File: src/rtl/exu_sched_pkg.sv
// Shared op-class codes, FSM state encodings and writeback-select encodings for exu_sched.
// Also provides the helper functions that decode an ALU op into its scheduling class.
package exu_sched_pkg;

    localparam int ALUOP_WIDTH = 5;
    typedef logic [ALUOP_WIDTH-1:0] aluop_t;

    localparam aluop_t OP_MUL  = 5'd15;
    localparam aluop_t OP_DIV  = 5'd16;
    localparam aluop_t OP_DIVU = 5'd17;
    localparam aluop_t OP_REM  = 5'd18;
    localparam aluop_t OP_REMU = 5'd19;

    localparam logic [1:0] ST_IDLE     = 2'd0;
    localparam logic [1:0] ST_MUL_WAIT = 2'd1;
    localparam logic [1:0] ST_DIV_WAIT = 2'd2;
    localparam logic [1:0] ST_WB       = 2'd3;

    localparam logic [1:0] WB_ALU = 2'd0;
    localparam logic [1:0] WB_MUL = 2'd1;
    localparam logic [1:0] WB_QUO = 2'd2;
    localparam logic [1:0] WB_REM = 2'd3;

    typedef enum logic [1:0] {CLS_SINGLE, CLS_MUL, CLS_DIV} op_cls_t;

    function automatic op_cls_t op_class(input aluop_t op);
        case (op)
            OP_MUL:                             op_class = CLS_MUL;
            OP_DIV, OP_DIVU, OP_REM, OP_REMU:   op_class = CLS_DIV;
            default:                            op_class = CLS_SINGLE;
        endcase
    endfunction

    function automatic logic op_is_signed(input aluop_t op);
        op_is_signed = (op == OP_DIV) || (op == OP_REM);
    endfunction

    function automatic logic op_is_rem(input aluop_t op);
        op_is_rem = (op == OP_REM) || (op == OP_REMU);
    endfunction

endpackage

File: src/rtl/exu_sched_if.sv
// Issue/unit/writeback handshake bundle between the scheduler and its neighbours.
// The slave modport is the scheduler's view; master is the surrounding pipeline and units.
interface exu_sched_if import exu_sched_pkg::*; ();

    logic       issue_valid;
    logic       issue_ready;
    aluop_t     issue_op;
    logic       flush;
    logic       mul_start;
    logic       div_start;
    logic       div_signed;
    logic       unit_kill;
    logic       mul_done;
    logic       div_done;
    logic       wb_valid;
    logic [1:0] wb_sel;
    logic       wb_ready;
    logic       busy;
    logic       timeout_err;

    modport master (
        output issue_valid, issue_op, flush, mul_done, div_done, wb_ready,
        input  issue_ready, mul_start, div_start, div_signed, unit_kill,
               wb_valid, wb_sel, busy, timeout_err
    );

    modport slave (
        input  issue_valid, issue_op, flush, mul_done, div_done, wb_ready,
        output issue_ready, mul_start, div_start, div_signed, unit_kill,
               wb_valid, wb_sel, busy, timeout_err
    );

endinterface

File: src/rtl/exu_sched_wdog.sv
// Wait-state watchdog: counter cleared on wait entry, counts wait cycles, flags the last one.
// expired is combinational from the count; it has no handshake of its own.
module exu_sched_wdog #(
    parameter int TIMEOUT = 100
) (
    input  logic clk,
    input  logic rst,
    input  logic clr,
    input  logic en,
    output logic expired
);

    localparam int CNT_W = $clog2(TIMEOUT + 1);

    logic [CNT_W-1:0] count_q, count_d;

    always_comb begin
        count_d = count_q;
        if (clr) begin
            count_d = '0;
        end else if (en) begin
            count_d = count_q + 1'b1;
        end
    end

    // count_q holds (wait cycles already spent), so TIMEOUT-1 marks the TIMEOUT-th wait cycle
    assign expired = en && (count_q == CNT_W'(TIMEOUT - 1));

    always_ff @(posedge clk or posedge rst) begin
        if (rst) begin
            count_q <= '0;
        end else begin
            count_q <= count_d;
        end
    end

endmodule

File: src/rtl/exu_sched.sv
// Execute-stage scheduler for single-cycle ALU ops and multi-cycle MUL/DIV units.
// Result appears one cycle after accept/done; issue stalls while wb_valid waits on wb_ready.
module exu_sched import exu_sched_pkg::*; #(
    parameter int TIMEOUT = 100
) (
    input  logic         clk,
    input  logic         rst,
    exu_sched_if.slave   io
);

    logic [1:0] state_q, state_d;
    logic [1:0] wb_sel_q, wb_sel_d;
    logic       mul_start_q, mul_start_d;
    logic       div_start_q, div_start_d;
    logic       div_signed_q, div_signed_d;
    logic       unit_kill_q, unit_kill_d;
    logic       rem_q, rem_d;
    logic       timeout_err_q, timeout_err_d;

    logic       issue_ready;
    logic       accept;
    logic       in_wait;
    logic       wait_entry;
    logic       expired;

    assign in_wait     = (state_q == ST_MUL_WAIT) || (state_q == ST_DIV_WAIT);
    assign issue_ready = !io.flush && ((state_q == ST_IDLE) || ((state_q == ST_WB) && io.wb_ready));
    assign accept      = io.issue_valid && issue_ready;

    always_comb begin
        state_d       = state_q;
        wb_sel_d      = wb_sel_q;
        mul_start_d   = 1'b0;
        div_start_d   = 1'b0;
        div_signed_d  = 1'b0;
        unit_kill_d   = 1'b0;
        rem_d         = rem_q;
        timeout_err_d = timeout_err_q;
        wait_entry    = 1'b0;

        if (io.flush) begin
            // Flush beats done and timeout; units only need killing if they are running
            state_d     = ST_IDLE;
            unit_kill_d = in_wait;
        end else if (accept) begin
            case (op_class(io.issue_op))
                CLS_MUL: begin
                    state_d     = ST_MUL_WAIT;
                    mul_start_d = 1'b1;
                    wait_entry  = 1'b1;
                end
                CLS_DIV: begin
                    state_d      = ST_DIV_WAIT;
                    div_start_d  = 1'b1;
                    div_signed_d = op_is_signed(io.issue_op);
                    rem_d        = op_is_rem(io.issue_op);
                    wait_entry   = 1'b1;
                end
                default: begin
                    state_d  = ST_WB;
                    wb_sel_d = WB_ALU;
                end
            endcase
        end else begin
            case (state_q)
                ST_MUL_WAIT: begin
                    if (io.mul_done) begin
                        state_d  = ST_WB;
                        wb_sel_d = WB_MUL;
                    end else if (expired) begin
                        state_d       = ST_IDLE;
                        unit_kill_d   = 1'b1;
                        timeout_err_d = 1'b1;
                    end
                end
                ST_DIV_WAIT: begin
                    if (io.div_done) begin
                        state_d  = ST_WB;
                        wb_sel_d = rem_q ? WB_REM : WB_QUO;
                    end else if (expired) begin
                        state_d       = ST_IDLE;
                        unit_kill_d   = 1'b1;
                        timeout_err_d = 1'b1;
                    end
                end
                ST_WB: begin
                    if (io.wb_ready) begin
                        state_d = ST_IDLE;
                    end
                end
                default: ;
            endcase
        end
    end

    always_ff @(posedge clk or posedge rst) begin
        if (rst) begin
            state_q       <= ST_IDLE;
            wb_sel_q      <= WB_ALU;
            mul_start_q   <= 1'b0;
            div_start_q   <= 1'b0;
            div_signed_q  <= 1'b0;
            unit_kill_q   <= 1'b0;
            rem_q         <= 1'b0;
            timeout_err_q <= 1'b0;
        end else begin
            state_q       <= state_d;
            wb_sel_q      <= wb_sel_d;
            mul_start_q   <= mul_start_d;
            div_start_q   <= div_start_d;
            div_signed_q  <= div_signed_d;
            unit_kill_q   <= unit_kill_d;
            rem_q         <= rem_d;
            timeout_err_q <= timeout_err_d;
        end
    end

    exu_sched_wdog #(.TIMEOUT(TIMEOUT)) u_wdog (
        .clk     (clk),
        .rst     (rst),
        .clr     (wait_entry),
        .en      (in_wait),
        .expired (expired)
    );

    assign io.issue_ready = issue_ready;
    assign io.mul_start   = mul_start_q;
    assign io.div_start   = div_start_q;
    assign io.div_signed  = div_signed_q;
    assign io.unit_kill   = unit_kill_q;
    assign io.wb_valid    = (state_q == ST_WB);
    assign io.wb_sel      = wb_sel_q;
    assign io.busy        = (state_q != ST_IDLE);
    assign io.timeout_err = timeout_err_q;

endmodule

File: src/flat_wrapper.sv
// flat-port wrapper written by rule: the top's interface ports become plain ports
module exu_sched_flat import exu_sched_pkg::*;
#(
    parameter int TIMEOUT = 100
)
  (clk, rst, io_issue_valid, io_issue_op, io_flush, io_mul_done, io_div_done, io_wb_ready, io_issue_ready, io_mul_start, io_div_start, io_div_signed, io_unit_kill, io_wb_valid, io_wb_sel, io_busy, io_timeout_err);
  exu_sched_if io_i ();
  input  logic clk;
  input  logic rst;
  input wire logic [$bits(io_i.issue_valid)-1:0] io_issue_valid;
  input wire logic [$bits(io_i.issue_op)-1:0] io_issue_op;
  input wire logic [$bits(io_i.flush)-1:0] io_flush;
  input wire logic [$bits(io_i.mul_done)-1:0] io_mul_done;
  input wire logic [$bits(io_i.div_done)-1:0] io_div_done;
  input wire logic [$bits(io_i.wb_ready)-1:0] io_wb_ready;
  output wire logic [$bits(io_i.issue_ready)-1:0] io_issue_ready;
  output wire logic [$bits(io_i.mul_start)-1:0] io_mul_start;
  output wire logic [$bits(io_i.div_start)-1:0] io_div_start;
  output wire logic [$bits(io_i.div_signed)-1:0] io_div_signed;
  output wire logic [$bits(io_i.unit_kill)-1:0] io_unit_kill;
  output wire logic [$bits(io_i.wb_valid)-1:0] io_wb_valid;
  output wire logic [$bits(io_i.wb_sel)-1:0] io_wb_sel;
  output wire logic [$bits(io_i.busy)-1:0] io_busy;
  output wire logic [$bits(io_i.timeout_err)-1:0] io_timeout_err;
  assign io_i.issue_valid = io_issue_valid;
  assign io_i.issue_op = io_issue_op;
  assign io_i.flush = io_flush;
  assign io_i.mul_done = io_mul_done;
  assign io_i.div_done = io_div_done;
  assign io_i.wb_ready = io_wb_ready;
  assign io_issue_ready = io_i.issue_ready;
  assign io_mul_start = io_i.mul_start;
  assign io_div_start = io_i.div_start;
  assign io_div_signed = io_i.div_signed;
  assign io_unit_kill = io_i.unit_kill;
  assign io_wb_valid = io_i.wb_valid;
  assign io_wb_sel = io_i.wb_sel;
  assign io_busy = io_i.busy;
  assign io_timeout_err = io_i.timeout_err;
  exu_sched #(.TIMEOUT(TIMEOUT)) u_core (.clk(clk), .rst(rst), .io(io_i));
endmodule
File: config.mk
export PLATFORM = sky130hd
export DESIGN_NAME = exu_sched_flat
export DESIGN_NICKNAME = d
export VERILOG_FILES = /design/src/rtl/exu_sched_pkg.sv /design/src/rtl/exu_sched_if.sv /design/src/rtl/exu_sched_wdog.sv /design/src/rtl/exu_sched.sv /design/src/flat_wrapper.sv
export SDC_FILE = /design/constraint.sdc
export NUM_CORES = 1
export LEC_CHECK = 0
export CAP_MARGIN = 20
export CORE_MARGIN = 3
export CORE_UTILIZATION = 49
export DETAILED_ROUTE_END_ITERATION = 10
export GPL_TIMING_DRIVEN = 0
export PLACE_DENSITY = 0.74
export REMOVE_ABC_BUFFERS = 1
export SLEW_MARGIN = 20
export SYNTH_ARGS = -nofsm -noshare
export SYNTH_HDL_FRONTEND = slang
export SYNTH_HIERARCHICAL = 1
export SYNTH_SLANG_ARGS = --single-unit
File: constraint.sdc
create_clock -name clk -period 2.4 [get_ports clk]
set_clock_uncertainty 0.15 [all_clocks]
set_input_delay 0.24 -clock clk [delete_from_list [all_inputs] [get_ports clk]]
set_output_delay 0.24 -clock clk [all_outputs]
set_load 0.01 [all_outputs]
Word-level counts from Yosys, hierarchy flattened. Index checks and enable logic that the tools add are counted.

Bits in registers: 17. Bits of input ports: 12. Output and inout bits: 10. Word-level logic and storage cells: 91.

Add/subtract/negate cells: 1. Eq/ne operators: 17. Multiplexer cells: 41. Bitwise gates (word level): 2. Reductions and logical operators: 21.

Operators by type and width (count): 2-bit two-way mux (12); 1-bit two-way mux (21); 5-bit == test (second input constant) (4); 7-bit two-way mux (2); 2-bit case mux with 2 select lines (3); 5-bit AND reduction (2); 7-bit by 1-bit adder with 7-bit output (second input constant) (1); 7-bit == test (second input constant) (1); 2-bit == test (second input constant) (3); 2-bit inequality test (second input constant) (3); 3-bit by 2-bit inequality test with 1-bit output (second input constant) (2); 2-bit case mux with 3 select lines (1); 2-bit nonzero test (3); 5-bit by 4-bit == test with 1-bit output (second input constant) (1); 5-bit nonzero test (1); 2-bit by 1-bit == test with 1-bit output (second input constant) (2); 1-bit logical AND (4); 1-bit logical OR (4); 4-bit by 3-bit inequality test with 1-bit output (second input constant) (1); 1-bit case mux with 2 select lines (2); 4-bit OR reduction (1); 3-bit AND reduction (1); 3-bit nonzero test (1); 2-bit logical NOT (1); 4 further kinds (5).

Longest topological paths before layout.
Depth after elaboration: 13. Mapped depth: 8. Depth with buffers taken out: 7.

Modules after synthesis. Netlist, hierarchy kept.

By module, submodules not included: exu_sched (instances 1, cells each 66, area an instance 676.9 um2, sequential area each 250.2 um2); exu_sched_wdog (instances 1, cells each 34, area an instance 339.1 um2, sequential area each 175.2 um2).

Worst setup path after synthesis. OpenSTA, ideal clock, no wires.

Path type: reg2reg. Start: register u_core.state_q[0]. End: register u_core.state_q[1]. Library setup time: 0.137 ns. Arrival: 1.818 ns. Data required time: 2.113 ns. Slack: 0.295 ns. Stages on the path, launching flop included: 9. Path buffers: 1. Period minus slack after synthesis: 2.105 ns. Cells stage by stage: dfrtp_1 > inv_1 > ha_1 > buf_4 > nand2_1 > nor4_1 > o21ai_0 > a221oi_1 > a211oi_1.

Word-level cells in the longest chain between the ends: 8. Elaborated cells between the ends (all ways): 19. Classes of those cells: 4 x eq/ne; 6 x mux; 9 x reduce/logical.

Ends and longest elaborated chain: start, declared (RTL line exu_sched.sv:11) `logic [1:0] state_q, state_d;`; start signal, assigned (RTL line exu_sched.sv:107) `state_q <= state_d;`; 2-bit by 1-bit == test with 1-bit output / 2-bit == test (equally long branches) (RTL line exu_sched.sv:26) `assign in_wait = (state_q == ST_MUL_WAIT) || (state_q == ST_DIV_WAIT);`; 1-bit logical OR (*) (RTL line exu_sched.sv:26); net u_core.in_wait (RTL line exu_sched.sv:22) `logic in_wait;`; 1-bit logical AND (*) (RTL line exu_sched_wdog.sv:27) `assign expired = en && (count_q == CNT_W'(TIMEOUT - 1));`; net u_core.expired (RTL line exu_sched.sv:24) `logic expired;`; 2-bit two-way mux (*); 2-bit two-way mux (on tied branches); 2-bit case mux with 3 select lines (*) (RTL line exu_sched.sv:65) `case (state_q)`; 2-bit two-way mux (*) (RTL line exu_sched.sv:45) `end else if (accept) begin`; 2-bit two-way mux (*) (RTL line exu_sched.sv:41) `if (io.flush) begin`.

Mark *: on every way through the listed nets, which the timed path passes. The rest lies on a longest branch. A chain may end at the register's enable or synchronous reset.

Worst setup path in the final report.
Start: register u_core.state_q[0]. End: register u_core.wb_sel_q[1] (netlist: u_core/io.wb_sel[1]).

Word-level cells in the longest chain between the ends: 7. Elaborated cells between the ends (all ways): 15. Classes of those cells: 6 x eq/ne; 2 x mux; 7 x reduce/logical.

Ends and longest elaborated chain: 2-bit == test (RTL line exu_sched.sv:27) `assign issue_ready = !io.flush && ((state_q == ST_IDLE) || ((state_q == ST_WB) && io.wb_ready));`; 1-bit logical AND (RTL line exu_sched.sv:27); 1-bit logical OR (RTL line exu_sched.sv:27); 1-bit logical AND (RTL line exu_sched.sv:27); 1-bit logical AND (RTL line exu_sched.sv:28) `assign accept = io.issue_valid && issue_ready;`; 3-bit by 2-bit inequality test with 1-bit output (no line) (tied with other cells); 5-bit AND reduction (no line); end signal, assigned (RTL line exu_sched.sv:108) `wb_sel_q <= wb_sel_d;`; end, declared (RTL line exu_sched.sv:12) `logic [1:0] wb_sel_q, wb_sel_d;`.

Several ways; a longest one is shown, not always the timed one.

==> flow_summary.toml <==
[finish]
fillCellCount = 155
stdcell_area_mm2 = 0.00129
layout_commonest_cell = "clkdlybuf4s50_1"
layout-drive-gt1-share = 0.114
insertedDiodeCount = 0
area_growth_pct = 26.7
stdcell_count = 148
layout_common_cells = "clkdlybuf4s50_1 (21), dfrtp_1 (17), inv_1 (9)"
fin_nets = 145

[worst_setup_path]
crit_required_ns = 2.43
cp.arrival_ns = 2.25
r2r_slack_ns = 0.18
end_kind = "register"
startpoint_type = "register"
r2r-end = "u_core/io.wb_sel[1]"
critical_path_class = "reg2reg"
reg2regPathDepth = 6
reg2reg_from = "u_core/state_q[0]"
cp_max_fo = 8

[placement]
gp_congestion = 0.777
numPortBuffers = 21
hpwl_mm = 1.64
placed_area_mm2 = 0.00124
placed_cells = 144

[synth]
synthDistinctLibCells = 34
syn_inst = 100
synth_area_per_cell_um2 = 10.2
ys_ff_latch = 17
seq_area_frac_synth = 0.419
netlist_area_mm2 = 0.00102
yosysWarningCount = 6

[timing]
holdWs_ns = 0.0528
finalSetupTns_ns = 0
tightest_slew_ns = 0.463
setup_viol = 0
relSlewSlack = 0.690
fmax_ghz = 0.450
slew_violations = 0
finalCritPeriodShare = 0.925
fin_crit_ns = 2.22
rsz0062_at_grt = "no"
hold_viol = 0

[routing]
drtPass1Iterations = 4
ant_nets = 0
route.met2.wl_mm = 1.02
finalWirelength_mm = 2.10
wl_per_cell_um = 14.2
drcViolationCount = 0
met1Wirelength_um = 975
vias = 789
wl_met3_um = 73
routed_via_density = 5.33
drtIter0Drc = 13
top_layer = "met4"

[clock_network]
clockRootBuffer = "clkbuf_4"
h-tree-depth = 1
cts_buffers = 3
cts_tree = "yes"
clkSinkCount = 17
clk_latency_ns = 0.29
clock_path_buffers = 2
clk_pin_slew_ns = 0.10

[power_and_ir_drop]
peakVddDrop_uv = 616
power_mw = 1.40
powerDensity_mw_per_mm2 = 1080
p_leak_nw = 0.555

[min_path]
hold_class = "in2async"

[global_routing]
antenna_found_initial = 0
grt_util_all_layers = 0.187
grt_max_degree = 11
grt_pass1_vias = 846
grt_pass1_wl_mm = 3.66
overflow = 0

[floorplanning]
start_util = 0.552
core_mm2 = 0.00184
rows = 15
fp.dieH_um = 51.5
die_area_mm2 = 0.00266
pin_count = 22
die_w_um = 51.5

[job]
timing.max_cap.violations = 0

[status]
status = "complete, no violations"
repair_timing:
item                                    in CTS  in global routing
hold buffers                                 0                  0
endpoints found under the setup margin       3                  3
resized for setup                            1                  2
setup buffers                                0                  0
pin swaps                                    0                  0
through the flow:
step,worst slack (ns),utilization
3_5_place_dp,-0.0362,0.676
2_1_floorplan,0.293,-
6_report,0.180,0.700
5_1_grt,0.0250,0.700
4_1_cts,0.0874,0.694
3_3_place_gp,-0.0195,0.676
sequential cells by signal, summed over array words and instances, names as in the netlist:
name / flops
u_core/io.div_signed: 1
u_core/io.div_start: 1
u_core/io.mul_start: 1
u_core/io.timeout_err: 1
u_core/io.unit_kill: 1
u_core/io.wb_sel: 2
u_core/rem_q: 1
u_core/state_q: 2
u_core/u_wdog/count_q: 7
synthesized netlist by cell type:
library cell	number	area (µm²)
a2111oi_4	1	27.5
a211oi_1	1	7.51
a21o_1	1	7.51
a21oi_1	3	15.0
a21oi_2	1	8.76
a221oi_1	3	26.3
a31o_2	1	8.76
a32o_1	1	10.0
and2_1	1	6.26
and2_2	2	15.0
buf_4	2	15.0
dfrtp_1	17	425
ha_1	9	113
inv_1	9	33.8
mux2_1	1	11.3
mux2i_1	3	30.0
nand2_1	8	30.0
nand2b_1	1	6.26
nand3b_1	1	7.51
nand4_1	4	25.0
nor2_1	8	30.0
nor2_2	1	6.26
nor2b_2	1	8.76
nor3_1	2	10.0
nor3b_1	1	7.51
nor3b_4	1	18.8
nor4_1	1	6.26
o21ai_0	4	20.0
o21ai_1	2	10.0
o31ai_1	1	7.51
or2b_1	1	7.51
or3_1	3	18.8
xnor2_1	1	8.76
xor2_1	3	26.3
area by class of cell:
class	count	area, µm²	area share
tap	25	31.3	0.0243
timing repair buffer	21	210	0.163
multi-input combinational	72	559	0.434
sequential	17	425	0.330
clock buffer	3	22.5	0.0175
inverter	9	33.8	0.0262
clock inverter	1	5.00	0.00389
worst max-delay path by stage:
stage                      start                  end  slack [ns]  depth (start not counted)
2_1_floorplan  u_core/state_q[0]    u_core/state_q[1]        0.29                          7
3_3_place_gp   u_core/state_q[1]    u_core/state_q[1]       -0.02                          7
3_5_place_dp   u_core/state_q[0]    u_core/state_q[1]       -0.04                          7
4_1_cts        u_core/state_q[0]    u_core/state_q[1]        0.09                          7
5_1_grt        u_core/state_q[1]    u_core/state_q[1]        0.02                          7
6_report       u_core/state_q[0]  u_core/io.wb_sel[1]        0.18                          6
critical path: stages (launching register included):
cell       delay, ns
dfrtp_1         0.44
inv_1           0.15
ha_1            0.40
nor2_2          0.09
a2111oi_4       0.38
mux2i_1         0.17
mux2_1          0.34
per-layer routing:
| metal | global-route usage | vias up |
|---|---|---|
| li1 | - | 395 |
| met1 | 0.223 | 377 |
| met2 | 0.324 | 13 |
| met3 | 0.0287 | 4 |
| met4 | 0.0961 | 0 |
| met5 | 0 | - |
report_power, final:
group,switching [mW],internal [mW]
combinational,0.381,0.357
clock,0.0898,0.0618
sequential,0.109,0.398
logic make-up (layout without fill, tap and decap cells):
family          after synthesis  in the layout  synth area share
mux                           4              4            0.0406
buf+inv                      11             34            0.0480
xor+xnor                      4              4            0.0345
flops                        17             17             0.419
fa+ha+maj                     9              9             0.111
simple gates                 36             36             0.201
compound gates               19             19             0.147
Note: power is estimated with default switching activity, not from simulation.
